File: config.mk
export PLATFORM = sky130hd
export DESIGN_NAME = dispatch_ctrl_flat
export DESIGN_NICKNAME = d
export VERILOG_FILES = /design/src/rtl/dispatch_ctrl_if.sv /design/src/rtl/dispatch_ctrl.sv /design/src/flat_wrapper.sv
export SDC_FILE = /design/constraint.sdc
export NUM_CORES = 1
export LEC_CHECK = 0
export ABC_AREA = 1
export CAP_MARGIN = 20
export CORE_AREA = 2 2 165 167
export CTS_CLUSTER_DIAMETER = 150
export DETAILED_ROUTE_END_ITERATION = 8
export DIE_AREA = 0 0 167 169
export HOLD_SLACK_MARGIN = 0.08
export PLACE_DENSITY = 0.8
export SLEW_MARGIN = 20
export SYNTH_ARGS = -nofsm -noshare
export SYNTH_HDL_FRONTEND = slang
export SYNTH_SLANG_ARGS = --single-unit
File: constraint.sdc
create_clock -name clk -period 2.49 [get_ports clk]
set_input_delay 0.747 -clock clk [delete_from_list [all_inputs] [get_ports clk]]
set_output_delay 0.747 -clock clk [all_outputs]
set_load 0.01 [all_outputs]
File: src/rtl/dispatch_ctrl_if.sv
`default_nettype none
// ============================================================================
//  Module   : dispatch_ctrl_if
//  Purpose  : Bundles the IQ pop, ROB allocate, regFile read/rename, CDB snoop
//             and RS/LSB launch signals of the dispatch sequencer.
//             master = dispatch_ctrl side, slave = surrounding back end.
//  Revision : 1.0  initial release
// ============================================================================
interface dispatch_ctrl_if #(
    parameter int TAG_W = 4,
    parameter int OP_W  = 6
);
    logic              rdy;
    // instruction queue head
    logic              iq_valid;
    logic              iq_ready;
    logic [OP_W-1:0]   iq_op;
    logic [31:0]       iq_imm;
    logic [31:0]       iq_pc;
    logic [4:0]        iq_rd;
    logic [4:0]        iq_rs1;
    logic [4:0]        iq_rs2;
    logic              iq_use_rs1;
    logic              iq_use_rs2;
    logic              iq_has_rd;
    logic              iq_is_mem;
    // reorder buffer
    logic              rob_full;
    logic [TAG_W-1:0]  rob_tail_tag;
    logic              rob_alloc;
    // station back-pressure
    logic              rs_full;
    logic              lsb_full;
    // register file read / rename
    logic [4:0]        reg1;
    logic [4:0]        reg2;
    logic [31:0]       val1;
    logic [31:0]       val2;
    logic [TAG_W:0]    rob_tag1;
    logic [TAG_W:0]    rob_tag2;
    logic              issue_sig;
    logic [4:0]        issue_rd;
    logic [TAG_W-1:0]  issue_rob_tag;
    // common data bus and flush
    logic              cdb_valid;
    logic [TAG_W-1:0]  cdb_tag;
    logic [31:0]       cdb_val;
    logic              clear;
    // launch packet
    logic              out_rs_valid;
    logic              out_lsb_valid;
    logic [OP_W-1:0]   out_op;
    logic [31:0]       out_pc;
    logic [31:0]       out_imm;
    logic [4:0]        out_rd;
    logic [TAG_W-1:0]  out_rob_tag;
    logic [31:0]       out_v1;
    logic [31:0]       out_v2;
    logic [TAG_W:0]    out_q1;
    logic [TAG_W:0]    out_q2;
    logic [31:0]       stall_cnt;

    modport master (
        input  rdy, iq_valid, iq_op, iq_imm, iq_pc, iq_rd, iq_rs1, iq_rs2,
               iq_use_rs1, iq_use_rs2, iq_has_rd, iq_is_mem,
               rob_full, rob_tail_tag, rs_full, lsb_full,
               val1, val2, rob_tag1, rob_tag2,
               cdb_valid, cdb_tag, cdb_val, clear,
        output iq_ready, rob_alloc, reg1, reg2, issue_sig, issue_rd, issue_rob_tag,
               out_rs_valid, out_lsb_valid, out_op, out_pc, out_imm, out_rd,
               out_rob_tag, out_v1, out_v2, out_q1, out_q2, stall_cnt
    );

    modport slave (
        output rdy, iq_valid, iq_op, iq_imm, iq_pc, iq_rd, iq_rs1, iq_rs2,
               iq_use_rs1, iq_use_rs2, iq_has_rd, iq_is_mem,
               rob_full, rob_tail_tag, rs_full, lsb_full,
               val1, val2, rob_tag1, rob_tag2,
               cdb_valid, cdb_tag, cdb_val, clear,
        input  iq_ready, rob_alloc, reg1, reg2, issue_sig, issue_rd, issue_rob_tag,
               out_rs_valid, out_lsb_valid, out_op, out_pc, out_imm, out_rd,
               out_rob_tag, out_v1, out_v2, out_q1, out_q2, stall_cnt
    );
endinterface
`default_nettype wire

File: src/rtl/dispatch_ctrl.sv
`default_nettype none
// ============================================================================
//  Module   : dispatch_ctrl
//  Purpose  : In-order dispatch/rename sequencer. Pops one IQ entry per cycle,
//             allocates its ROB tag, resolves both sources against regFile and
//             the CDB, renames the destination and launches a registered packet
//             to the RS or LSB. Owns stall accounting and flush sequencing.
//  Revision : 1.0  initial release
// ============================================================================
module dispatch_ctrl #(
    parameter int TAG_W     = 4,
    parameter int OP_W      = 6,
    parameter int FLUSH_GAP = 1
) (
    input  wire logic       clk,
    input  wire logic       rst,
    dispatch_ctrl_if.master bus
);
    localparam int              CNT_W    = (FLUSH_GAP < 2) ? 1 : $clog2(FLUSH_GAP + 1);
    localparam logic [CNT_W-1:0] GAP_LOAD = CNT_W'(FLUSH_GAP);
    localparam logic [CNT_W-1:0] GAP_ONE  = CNT_W'(1);

    typedef enum logic [0:0] {
        ST_RUN   = 1'b0,
        ST_FLUSH = 1'b1
    } state_t;

    state_t             state_q, state_d;
    logic [CNT_W-1:0]   gap_q, gap_d;
    logic [31:0]        stall_q;

    logic               rs_valid_q, lsb_valid_q;
    logic [OP_W-1:0]    op_q;
    logic [31:0]        pc_q, imm_q, v1_q, v2_q;
    logic [4:0]         rd_q;
    logic [TAG_W-1:0]   tag_q;
    logic [TAG_W:0]     q1_q, q2_q;

    logic               go;
    logic [4:0]         dest;
    logic [32+TAG_W:0]  src1, src2;

    // Resolve one source to {value, {pending, tag}}. A tag matching the CDB in
    // this very cycle is captured here because regFile only sees it next edge.
    function automatic logic [32+TAG_W:0] resolve(
        input logic             use_s,
        input logic [4:0]       idx,
        input logic [31:0]      val,
        input logic [TAG_W:0]   btag,
        input logic             cv,
        input logic [TAG_W-1:0] ct,
        input logic [31:0]      cval
    );
        logic [31:0]    v;
        logic [TAG_W:0] q;
        v = '0;
        q = '0;
        if (!use_s) begin
            v = '0;
        end else if (idx == 5'd0) begin
            v = val;
        end else if (btag[TAG_W] && cv && (ct == btag[TAG_W-1:0])) begin
            v = cval;
        end else if (btag[TAG_W]) begin
            q = btag;
        end else begin
            v = val;
        end
        return {v, q};
    endfunction

    // Dispatch fires only in RUN with the head valid and every target free.
    always_comb begin
        go = !rst && bus.rdy && (state_q == ST_RUN) && !bus.clear && bus.iq_valid &&
             !bus.rob_full && (bus.iq_is_mem ? !bus.lsb_full : !bus.rs_full);
    end

    // Destination index and operand resolution for the current head.
    always_comb begin
        dest = bus.iq_has_rd ? bus.iq_rd : 5'd0;
        src1 = resolve(bus.iq_use_rs1, bus.iq_rs1, bus.val1, bus.rob_tag1,
                       bus.cdb_valid, bus.cdb_tag, bus.cdb_val);
        src2 = resolve(bus.iq_use_rs2, bus.iq_rs2, bus.val2, bus.rob_tag2,
                       bus.cdb_valid, bus.cdb_tag, bus.cdb_val);
    end

    assign bus.iq_ready      = go;
    assign bus.rob_alloc     = go;
    assign bus.issue_sig     = go && bus.iq_has_rd && (bus.iq_rd != 5'd0);
    assign bus.reg1          = rst ? 5'd0 : bus.iq_rs1;
    assign bus.reg2          = rst ? 5'd0 : bus.iq_rs2;
    assign bus.issue_rd      = rst ? 5'd0 : dest;
    assign bus.issue_rob_tag = rst ? '0 : bus.rob_tail_tag;

    // Flush sequencing: clear (re)loads the gap counter, RUN resumes when it expires.
    always_comb begin
        state_d = state_q;
        gap_d   = gap_q;
        if (bus.rdy) begin
            if (bus.clear) begin
                state_d = ST_FLUSH;
                gap_d   = GAP_LOAD;
            end else if (state_q == ST_FLUSH) begin
                if (gap_q <= GAP_ONE) begin
                    state_d = ST_RUN;
                    gap_d   = '0;
                end else begin
                    gap_d = gap_q - GAP_ONE;
                end
            end
        end
    end

    // FSM state register.
    always_ff @(posedge clk) begin
        if (rst) begin
            state_q <= ST_RUN;
            gap_q   <= '0;
        end else begin
            state_q <= state_d;
            gap_q   <= gap_d;
        end
    end

    // Saturating count of RUN cycles where a valid head could not be popped.
    always_ff @(posedge clk) begin
        if (rst) begin
            stall_q <= '0;
        end else if (bus.rdy && (state_q == ST_RUN) && bus.iq_valid && !go &&
                     (stall_q != 32'hFFFF_FFFF)) begin
            stall_q <= stall_q + 32'd1;
        end
    end

    // Launch packet: captured on go, valids pulse for exactly one cycle.
    always_ff @(posedge clk) begin
        if (rst) begin
            rs_valid_q  <= 1'b0;
            lsb_valid_q <= 1'b0;
            op_q        <= '0;
            pc_q        <= '0;
            imm_q       <= '0;
            rd_q        <= '0;
            tag_q       <= '0;
            v1_q        <= '0;
            v2_q        <= '0;
            q1_q        <= '0;
            q2_q        <= '0;
        end else begin
            rs_valid_q  <= go && !bus.iq_is_mem;
            lsb_valid_q <= go && bus.iq_is_mem;
            if (go) begin
                op_q  <= bus.iq_op;
                pc_q  <= bus.iq_pc;
                imm_q <= bus.iq_imm;
                rd_q  <= dest;
                tag_q <= bus.rob_tail_tag;
                v1_q  <= src1[32+TAG_W:TAG_W+1];
                q1_q  <= src1[TAG_W:0];
                v2_q  <= src2[32+TAG_W:TAG_W+1];
                q2_q  <= src2[TAG_W:0];
            end
        end
    end

    assign bus.out_rs_valid  = rs_valid_q;
    assign bus.out_lsb_valid = lsb_valid_q;
    assign bus.out_op        = op_q;
    assign bus.out_pc        = pc_q;
    assign bus.out_imm       = imm_q;
    assign bus.out_rd        = rd_q;
    assign bus.out_rob_tag   = tag_q;
    assign bus.out_v1        = v1_q;
    assign bus.out_v2        = v2_q;
    assign bus.out_q1        = q1_q;
    assign bus.out_q2        = q2_q;
    assign bus.stall_cnt     = stall_q;

endmodule
`default_nettype wire

File: src/flat_wrapper.sv
// flat-port wrapper written by rule: the top's interface ports become plain ports
module dispatch_ctrl_flat 
#(
    parameter int TAG_W     = 4,
    parameter int OP_W      = 6,
    parameter int FLUSH_GAP = 1
)
  (clk, rst, bus_rdy, bus_iq_valid, bus_iq_op, bus_iq_imm, bus_iq_pc, bus_iq_rd, bus_iq_rs1, bus_iq_rs2, bus_iq_use_rs1, bus_iq_use_rs2, bus_iq_has_rd, bus_iq_is_mem, bus_rob_full, bus_rob_tail_tag, bus_rs_full, bus_lsb_full, bus_val1, bus_val2, bus_rob_tag1, bus_rob_tag2, bus_cdb_valid, bus_cdb_tag, bus_cdb_val, bus_clear, bus_iq_ready, bus_rob_alloc, bus_reg1, bus_reg2, bus_issue_sig, bus_issue_rd, bus_issue_rob_tag, bus_out_rs_valid, bus_out_lsb_valid, bus_out_op, bus_out_pc, bus_out_imm, bus_out_rd, bus_out_rob_tag, bus_out_v1, bus_out_v2, bus_out_q1, bus_out_q2, bus_stall_cnt);
  dispatch_ctrl_if #(.TAG_W(TAG_W), .OP_W(OP_W)) bus_i ();
  input  wire logic clk;
  input  wire logic rst;
  input wire logic [$bits(bus_i.rdy)-1:0] bus_rdy;
  input wire logic [$bits(bus_i.iq_valid)-1:0] bus_iq_valid;
  input wire logic [$bits(bus_i.iq_op)-1:0] bus_iq_op;
  input wire logic [$bits(bus_i.iq_imm)-1:0] bus_iq_imm;
  input wire logic [$bits(bus_i.iq_pc)-1:0] bus_iq_pc;
  input wire logic [$bits(bus_i.iq_rd)-1:0] bus_iq_rd;
  input wire logic [$bits(bus_i.iq_rs1)-1:0] bus_iq_rs1;
  input wire logic [$bits(bus_i.iq_rs2)-1:0] bus_iq_rs2;
  input wire logic [$bits(bus_i.iq_use_rs1)-1:0] bus_iq_use_rs1;
  input wire logic [$bits(bus_i.iq_use_rs2)-1:0] bus_iq_use_rs2;
  input wire logic [$bits(bus_i.iq_has_rd)-1:0] bus_iq_has_rd;
  input wire logic [$bits(bus_i.iq_is_mem)-1:0] bus_iq_is_mem;
  input wire logic [$bits(bus_i.rob_full)-1:0] bus_rob_full;
  input wire logic [$bits(bus_i.rob_tail_tag)-1:0] bus_rob_tail_tag;
  input wire logic [$bits(bus_i.rs_full)-1:0] bus_rs_full;
  input wire logic [$bits(bus_i.lsb_full)-1:0] bus_lsb_full;
  input wire logic [$bits(bus_i.val1)-1:0] bus_val1;
  input wire logic [$bits(bus_i.val2)-1:0] bus_val2;
  input wire logic [$bits(bus_i.rob_tag1)-1:0] bus_rob_tag1;
  input wire logic [$bits(bus_i.rob_tag2)-1:0] bus_rob_tag2;
  input wire logic [$bits(bus_i.cdb_valid)-1:0] bus_cdb_valid;
  input wire logic [$bits(bus_i.cdb_tag)-1:0] bus_cdb_tag;
  input wire logic [$bits(bus_i.cdb_val)-1:0] bus_cdb_val;
  input wire logic [$bits(bus_i.clear)-1:0] bus_clear;
  output wire logic [$bits(bus_i.iq_ready)-1:0] bus_iq_ready;
  output wire logic [$bits(bus_i.rob_alloc)-1:0] bus_rob_alloc;
  output wire logic [$bits(bus_i.reg1)-1:0] bus_reg1;
  output wire logic [$bits(bus_i.reg2)-1:0] bus_reg2;
  output wire logic [$bits(bus_i.issue_sig)-1:0] bus_issue_sig;
  output wire logic [$bits(bus_i.issue_rd)-1:0] bus_issue_rd;
  output wire logic [$bits(bus_i.issue_rob_tag)-1:0] bus_issue_rob_tag;
  output wire logic [$bits(bus_i.out_rs_valid)-1:0] bus_out_rs_valid;
  output wire logic [$bits(bus_i.out_lsb_valid)-1:0] bus_out_lsb_valid;
  output wire logic [$bits(bus_i.out_op)-1:0] bus_out_op;
  output wire logic [$bits(bus_i.out_pc)-1:0] bus_out_pc;
  output wire logic [$bits(bus_i.out_imm)-1:0] bus_out_imm;
  output wire logic [$bits(bus_i.out_rd)-1:0] bus_out_rd;
  output wire logic [$bits(bus_i.out_rob_tag)-1:0] bus_out_rob_tag;
  output wire logic [$bits(bus_i.out_v1)-1:0] bus_out_v1;
  output wire logic [$bits(bus_i.out_v2)-1:0] bus_out_v2;
  output wire logic [$bits(bus_i.out_q1)-1:0] bus_out_q1;
  output wire logic [$bits(bus_i.out_q2)-1:0] bus_out_q2;
  output wire logic [$bits(bus_i.stall_cnt)-1:0] bus_stall_cnt;
  assign bus_i.rdy = bus_rdy;
  assign bus_i.iq_valid = bus_iq_valid;
  assign bus_i.iq_op = bus_iq_op;
  assign bus_i.iq_imm = bus_iq_imm;
  assign bus_i.iq_pc = bus_iq_pc;
  assign bus_i.iq_rd = bus_iq_rd;
  assign bus_i.iq_rs1 = bus_iq_rs1;
  assign bus_i.iq_rs2 = bus_iq_rs2;
  assign bus_i.iq_use_rs1 = bus_iq_use_rs1;
  assign bus_i.iq_use_rs2 = bus_iq_use_rs2;
  assign bus_i.iq_has_rd = bus_iq_has_rd;
  assign bus_i.iq_is_mem = bus_iq_is_mem;
  assign bus_i.rob_full = bus_rob_full;
  assign bus_i.rob_tail_tag = bus_rob_tail_tag;
  assign bus_i.rs_full = bus_rs_full;
  assign bus_i.lsb_full = bus_lsb_full;
  assign bus_i.val1 = bus_val1;
  assign bus_i.val2 = bus_val2;
  assign bus_i.rob_tag1 = bus_rob_tag1;
  assign bus_i.rob_tag2 = bus_rob_tag2;
  assign bus_i.cdb_valid = bus_cdb_valid;
  assign bus_i.cdb_tag = bus_cdb_tag;
  assign bus_i.cdb_val = bus_cdb_val;
  assign bus_i.clear = bus_clear;
  assign bus_iq_ready = bus_i.iq_ready;
  assign bus_rob_alloc = bus_i.rob_alloc;
  assign bus_reg1 = bus_i.reg1;
  assign bus_reg2 = bus_i.reg2;
  assign bus_issue_sig = bus_i.issue_sig;
  assign bus_issue_rd = bus_i.issue_rd;
  assign bus_issue_rob_tag = bus_i.issue_rob_tag;
  assign bus_out_rs_valid = bus_i.out_rs_valid;
  assign bus_out_lsb_valid = bus_i.out_lsb_valid;
  assign bus_out_op = bus_i.out_op;
  assign bus_out_pc = bus_i.out_pc;
  assign bus_out_imm = bus_i.out_imm;
  assign bus_out_rd = bus_i.out_rd;
  assign bus_out_rob_tag = bus_i.out_rob_tag;
  assign bus_out_v1 = bus_i.out_v1;
  assign bus_out_v2 = bus_i.out_v2;
  assign bus_out_q1 = bus_i.out_q1;
  assign bus_out_q2 = bus_i.out_q2;
  assign bus_stall_cnt = bus_i.stall_cnt;
  dispatch_ctrl #(.TAG_W(TAG_W), .OP_W(OP_W), .FLUSH_GAP(FLUSH_GAP)) u_core (.clk(clk), .rst(rst), .bus(bus_i));
endmodule
==> results.cfg, run 1 <==
[drt]
drc_errors = 0
drt-pass1-iter-count = 5
wl_per_cell_um = 16.2
via_count = 10600
routed_wirelength_mm = 34.9
ant_nets = 0
avgViaCountPerCell = 4.93
drtIter0Drc = 862

[final_layout]
fin_area_mm2 = 0.0146
area_delta_synth_final_pct = 56.6
seqCellArea_mm2 = 0.00376
fin_cells = 2154
fillers = 2546
fin_util = 0.550
multi_input_area_mm2 = 0.00495
layout-drive-gt1-share = 0.0822
finalNetCount = 2013

[logic_synthesis]
ys_ff_latch = 188
ys_async_sr_fraction = 0
synth_nets = 1612
ys.flop_type = dfxtp_1
ys_types = 31
syn_inst = 1399
synth_edf_count = 0
yosysSeqAreaShare = 0.404
synth_area_per_cell_um2 = 6.65
ys_warn_count = 0
synth.cell_area_mm2 = 0.00931

[pwr]
pwr-share-seq = 0.459
leakagePower_nw = 5.72
p_comb_frac = 0.138
powerDensity_mw_per_mm2 = 454
vdd_drop_max_uv = 316
clock_power_share = 0.403
p_sw_frac = 0.268
p_sw_w = 0.00178
p_int_w = 0.00485

[placement]
gp_congestion = 0.948
placed_cell_area_mm2 = 0.0140
dp_slack_ns = -0.732
io_buffers = 420
hpwl_mm = 25.8
place_inst = 2120

[sta]
period_needed_ns = 2.50
worst_pin_slew_ns = 1.12
worst_slack_ns = -0.00940
whs_ns = 0.464
grt_setup_unrepaired = yes
slew_headroom = 0.255
finalHoldViolations = 0
skew_ns = 0.0197
finalMaxSlewViolations = 0
period_share = 1.00
setup_viol = 1
fmax_mhz = 400

[outcome]
failed_checks = negative setup slack
status = complete, but fails checks

[global_route]
grt_pass1_wl_mm = 54.0
grt_usage = 0.239
grtUsageMet3 = 0.0708
grt_pass1_vias = 10000
grt_overflow_total = 0
grt_max_degree = 87
met1_usage = 0.288
antenna_found_initial = 1
busiest_layer = met2
use_met2 = 0.409

[clock_tree]
cts_hold_buffers = 0
cts.sinks = 188
cts_tree = built
cts_root_buf = clkbuf_16
cts_buffers = 17
cts_buffer_depth = 2
clk-insertion-delay-late_ns = 0.42
clk_pin_slew_worst_paths_ns = 0.07
htreeDepth = 4

[setup_path]
cp.required_ns = 1.74
crit_chain = clkdlybuf4s15_1, o41ai_4, buf_4, a21oi_2, buf_4
crit_fanout = 2
critical_path.endpoint_type = output pin
slowest_stage = o41ai_4
start_kind = input pin
crit_buf_inv = 3
cpPeakStageDelay_ns = 0.42
crit_path_frequent_cell = buf_4
crit_family = buffers and inverters
critPathKind = in2out
cp.arrival_ns = 1.75

[floorplan]
rows = 60
initial_core_util = 0.351
fp.dieW_um = 167
coreArea_mm2 = 0.0265
die-area_mm2 = 0.0282
ios = 421
die_y_um = 169

[min_path]
min_path_type = reg2reg

[flow_run]
max_cap_violations = 0
worst register-to-register path, stage by stage, from the launching register on:
cell     delay, ns
dfxtp_1       0.37
nor2_2        0.06
buf_6         0.13
nand2_8       0.07
buf_4         0.11
buf_4         0.60
nor2_8        0.12
buf_12        0.20
nand2_1       0.10
a21oi_1       0.06
path summary, 6_finish.rpt:
path                                      start                                  to  slack [ns]  cells past startpoint
min          u_core.bus.out_v2[29]$_SDFFE_PP0P_  u_core.bus.out_v2[29]$_SDFFE_PP0P_        0.46                      2
max reg2reg         u_core.state_q$_SDFFE_PP0P_  u_core.bus.out_v2[31]$_SDFFE_PP0P_        0.51                      9
max                                bus_iq_rd[1]                       bus_issue_sig      -0.009                      5
min reg2reg  u_core.bus.out_v2[29]$_SDFFE_PP0P_  u_core.bus.out_v2[29]$_SDFFE_PP0P_        0.46                      2
layout make-up:
cell class,instances,share of cell area
Sequential cell,188,0.258
Clock buffer,17,0.0292
Timing Repair Buffer,465,0.319
Multi-Input combinational cell,1069,0.340
Tap cell,341,0.0293
Clock inverter,14,0.00919
Inverter,59,0.0155
Antenna cell,1,0.000172
cell usage after synthesis (4+ instances only):
master,n,area (um^2)
a21oi_1,88,440
a21oi_2,20,175
buf_2,29,145
buf_4,7,52.6
buf_6,6,67.6
clkbuf_1,36,135
clkbuf_2,4,20.0
dfxtp_1,188,3760
inv_1,57,214
nand2_1,499,1870
nand2_2,12,75.1
nand3_1,25,125
nand3b_1,64,480
nand4_1,12,75.1
nor2_1,236,886
nor2_4,5,56.3
o21ai_0,67,335
o21ai_1,14,70.1
xnor2_1,5,43.8
xor2_1,8,70.1
metal layers:
| metal | part of all wire | wire length, um |
|---|---|---|
| met1 | 0.40 | 14000 |
| met3 | 0.094 | 3290 |
| met2 | 0.48 | 16700 |
| met4 | 0.025 | 884 |
| met5 | 0 | 0 |
placed cells by master, fill, tap and decap left out, types with 7 or more instances in the layout:
| cell type | Yosys | final |
|---|---|---|
| nand3_1 | 25 | 25 |
| a21oi_2 | 20 | 21 |
| clkbuf_16 | 0 | 17 |
| clkdlybuf4s50_1 | 0 | 384 |
| nor2_2 | 1 | 7 |
| o21ai_1 | 14 | 14 |
| nor2_1 | 236 | 230 |
| nand3b_1 | 64 | 64 |
| dlygate4sd2_1 | 0 | 21 |
| inv_1 | 57 | 53 |
| nand4_1 | 12 | 12 |
| buf_4 | 7 | 33 |
| dfxtp_1 | 188 | 188 |
| a21oi_1 | 88 | 87 |
| buf_12 | 0 | 11 |
| nand2_1 | 499 | 497 |
| nand2_2 | 12 | 13 |
| o21ai_0 | 67 | 67 |
| xor2_1 | 8 | 8 |
stage by stage:
step	setup TNS [ns]	power, W
4_1_cts	-0.0534	0.00671
5_1_grt	-0.0259	0.00692
3_3_place_gp	-48.04	0.00402
2_1_floorplan	-0.0450	0.00346
3_5_place_dp	-50.54	0.00403
6_report	-0.00940	0.00662
logic make-up after synthesis:
family                   Yosys count  share of synthesized area
adder cells (fa/ha/maj)            1                    0.00134
XOR/XNOR                          13                     0.0122
buffers and inverters            142                     0.0709
AO/OA/AOI/OAI                    192                      0.112
AND/OR/NAND/NOR                  863                      0.399
flip-flops                       188                      0.404
power groups by stage:
stage / Sequential, W / Combinational, W / Clock (W)
floorplan: 0.00312 / 0.000337 / 0
global placement: 0.00311 / 0.000913 / 0
detailed placement: 0.00311 / 0.000921 / 0
CTS: 0.00304 / 0.000915 / 0.00275
global route: 0.00304 / 0.000991 / 0.00288
finish: 0.00304 / 0.000916 / 0.00267
registers in the layout (all words and copies together) (netlist names), 4 cells and up:
name and cells:
u_core.bus.out_q1 5, u_core.bus.out_v1 32, u_core.bus.stall_cnt 32, u_core.bus.out_rob_tag 4, u_core.bus.out_imm 32, u_core.bus.out_op 6, u_core.bus.out_q2 5, u_core.bus.out_rd 5
u_core.bus.out_v2 32, u_core.bus.out_pc 32
repair_timing:
item,CTS,global route
resized for setup,68,13
setup buffers,2,0
pin swaps,11,3
setup endpoints to repair,84,6
Power figures use the tool's default switching activity.
==> inputs of run 2 (changes only) <==
Settings changed: CAP_MARGIN 20 to 40.
==> results.cfg, run 2 (synthesis gave the netlist of run 1 again) <==
[outcome]
status = complete, no violations

[drt]
drtIter0Drc = 715
drc_errors = 0
routed_wirelength_mm = 35.0
via_count = 10600
drt-pass1-iter-count = 5
wl_per_cell_um = 16.2
ant_nets = 0
avgViaCountPerCell = 4.92

[setup_path]
critPathKind = in2out
cpPeakStageDelay_ns = 0.50
crit_chain = clkdlybuf4s50_1, inv_1, nor2_1, dlygate4sd2_1
crit_family = buffers and inverters
cp.arrival_ns = 1.68
crit_buf_inv = 3
critical_path.endpoint_type = output pin
cp.required_ns = 1.74
reg2reg_from = u_core.state_q$_SDFFE_PP0P_
timing.critical_path.from = bus_iq_rs2[2]
crit_fanout = 2
slowest_stage = clkdlybuf4s50_1
start_kind = input pin

[flow_run]
max_cap_violations = 0

[floorplan]
die_y_um = 169
initial_core_util = 0.351
coreArea_mm2 = 0.0265
die-area_mm2 = 0.0282
ios = 421
fp.dieW_um = 167
rows = 60

[clock_tree]
cts_hold_buffers = 0
htreeDepth = 4
clk_pin_slew_worst_paths_ns = 0.07
cts_root_buf = clkbuf_16
cts_buffer_depth = 2
cts.sinks = 188
cts_buffers = 17
cts_tree = built
clk-insertion-delay-late_ns = 0.43

[final_layout]
layout_common_cells = 497 x nand2_1, 384 x clkdlybuf4s50_1, 230 x nor2_1
finalNetCount = 2017
area_delta_synth_final_pct = 57.3
layout-drive-gt1-share = 0.0842
final_common_cell = nand2_1

[placement]
hpwl_mm = 26.0
io_buffers = 420
gp_congestion = 0.948
dp_slack_ns = -0.663

[sta]
period_needed_ns = 2.43
finalHoldViolations = 0
worst_slack_ns = 0.0593
period_share = 0.976
slew_headroom = 0.467
finalMaxSlewViolations = 0
worst_pin_slew_ns = 0.800
grt_setup_unrepaired = no
setup_viol = 0
skew_ns = 0.0236
fmax_mhz = 411

[pwr]
leakagePower_nw = 5.78
p_sw_w = 0.00180
p_sw_frac = 0.270
p_int_w = 0.00487
vdd_drop_max_uv = 339
p_comb_frac = 0.138
p_total_w = 0.00668
pwr-share-seq = 0.455
clock_power_share = 0.406
powerDensity_mw_per_mm2 = 456

[global_route]
met1_usage = 0.284
grt_overflow_total = 0
grtUsageMet3 = 0.0648
use_met2 = 0.414
antenna_found_initial = 3
grt_max_degree = 78
grt_pass1_vias = 10300
busiest_layer = met2
grt_usage = 0.240
grt_pass1_wl_mm = 54.3

[min_path]
min_path_type = reg2reg
hold_start = u_core.bus.out_v2[29]$_SDFFE_PP0P_
-- run 2: tightest hold or removal path, cell delays in order (launching register included) --
cell and delay [ns]:
dfxtp_1 0.31, nand2_1 0.06, a21oi_1 0.05
-- run 2: final cells by class --
cell class              count  area [um^2]
flip-flops and latches    188         3760
fillers                  2541        11900
inverters                  59          226
repair buffers            469         4700
diodes                      3         7.51
clock buffers              18          429
well taps                 341          427
multi-input cells        1069         4940
clock inverters            14          140
-- run 2: per-layer routing --
layer,share of wire,vias up
met3,0.092,54
met5,0,-
li1,-,5232
met1,0.40,4846
met4,0.027,0
met2,0.48,508
-- run 2: through the flow --
stage / area [um^2] / setup TNS (ns) / utilization / hold WS, ns / std cells
2_1_floorplan: 9310 / -0.0450 / - / 0.488 / 1399
3_3_place_gp: 14000 / -48.04 / 0.528 / 0.452 / 2120
3_5_place_dp: 14000 / -47.16 / 0.529 / 0.454 / 2121
4_1_cts: 14600 / -0.221 / 0.552 / 0.466 / 2157
5_1_grt: 14600 / 0 / 0.552 / 0.482 / 2161
6_report: 14600 / 0 / 0.552 / 0.465 / 2161
-- run 2: path summary, 6_finish.rpt --
kind                                                            to  slack, ns  cells past startpoint
worst max-delay path                                   bus_reg2[2]       0.06                      4
worst min-delay path            u_core.bus.out_v2[29]$_SDFFE_PP0P_       0.46                      2
worst max register to register  u_core.bus.out_v2[27]$_SDFFE_PP0P_       0.55                      9
worst min register to register  u_core.bus.out_v2[29]$_SDFFE_PP0P_       0.46                      2
-- run 2: what timing repair did --
action                                 in CTS  in global routing
pin swaps                                   9                  4
endpoints found under the hold margin       0                  0
gates cloned                                0                  0
setup endpoints to repair                  37                 10
resized for setup                          63                 14
setup buffers                               4                  1
-- run 2: power by group through the flow --
stage                     sequential (W)  combinational (W)  clock [W]
after CTS                        0.00304           0.000924    0.00278
after detailed placement         0.00311           0.000926          0
after global routing             0.00304           0.000998    0.00289
after floorplan                  0.00312           0.000337          0
final                            0.00304           0.000921    0.00271
after global placement           0.00311           0.000913          0
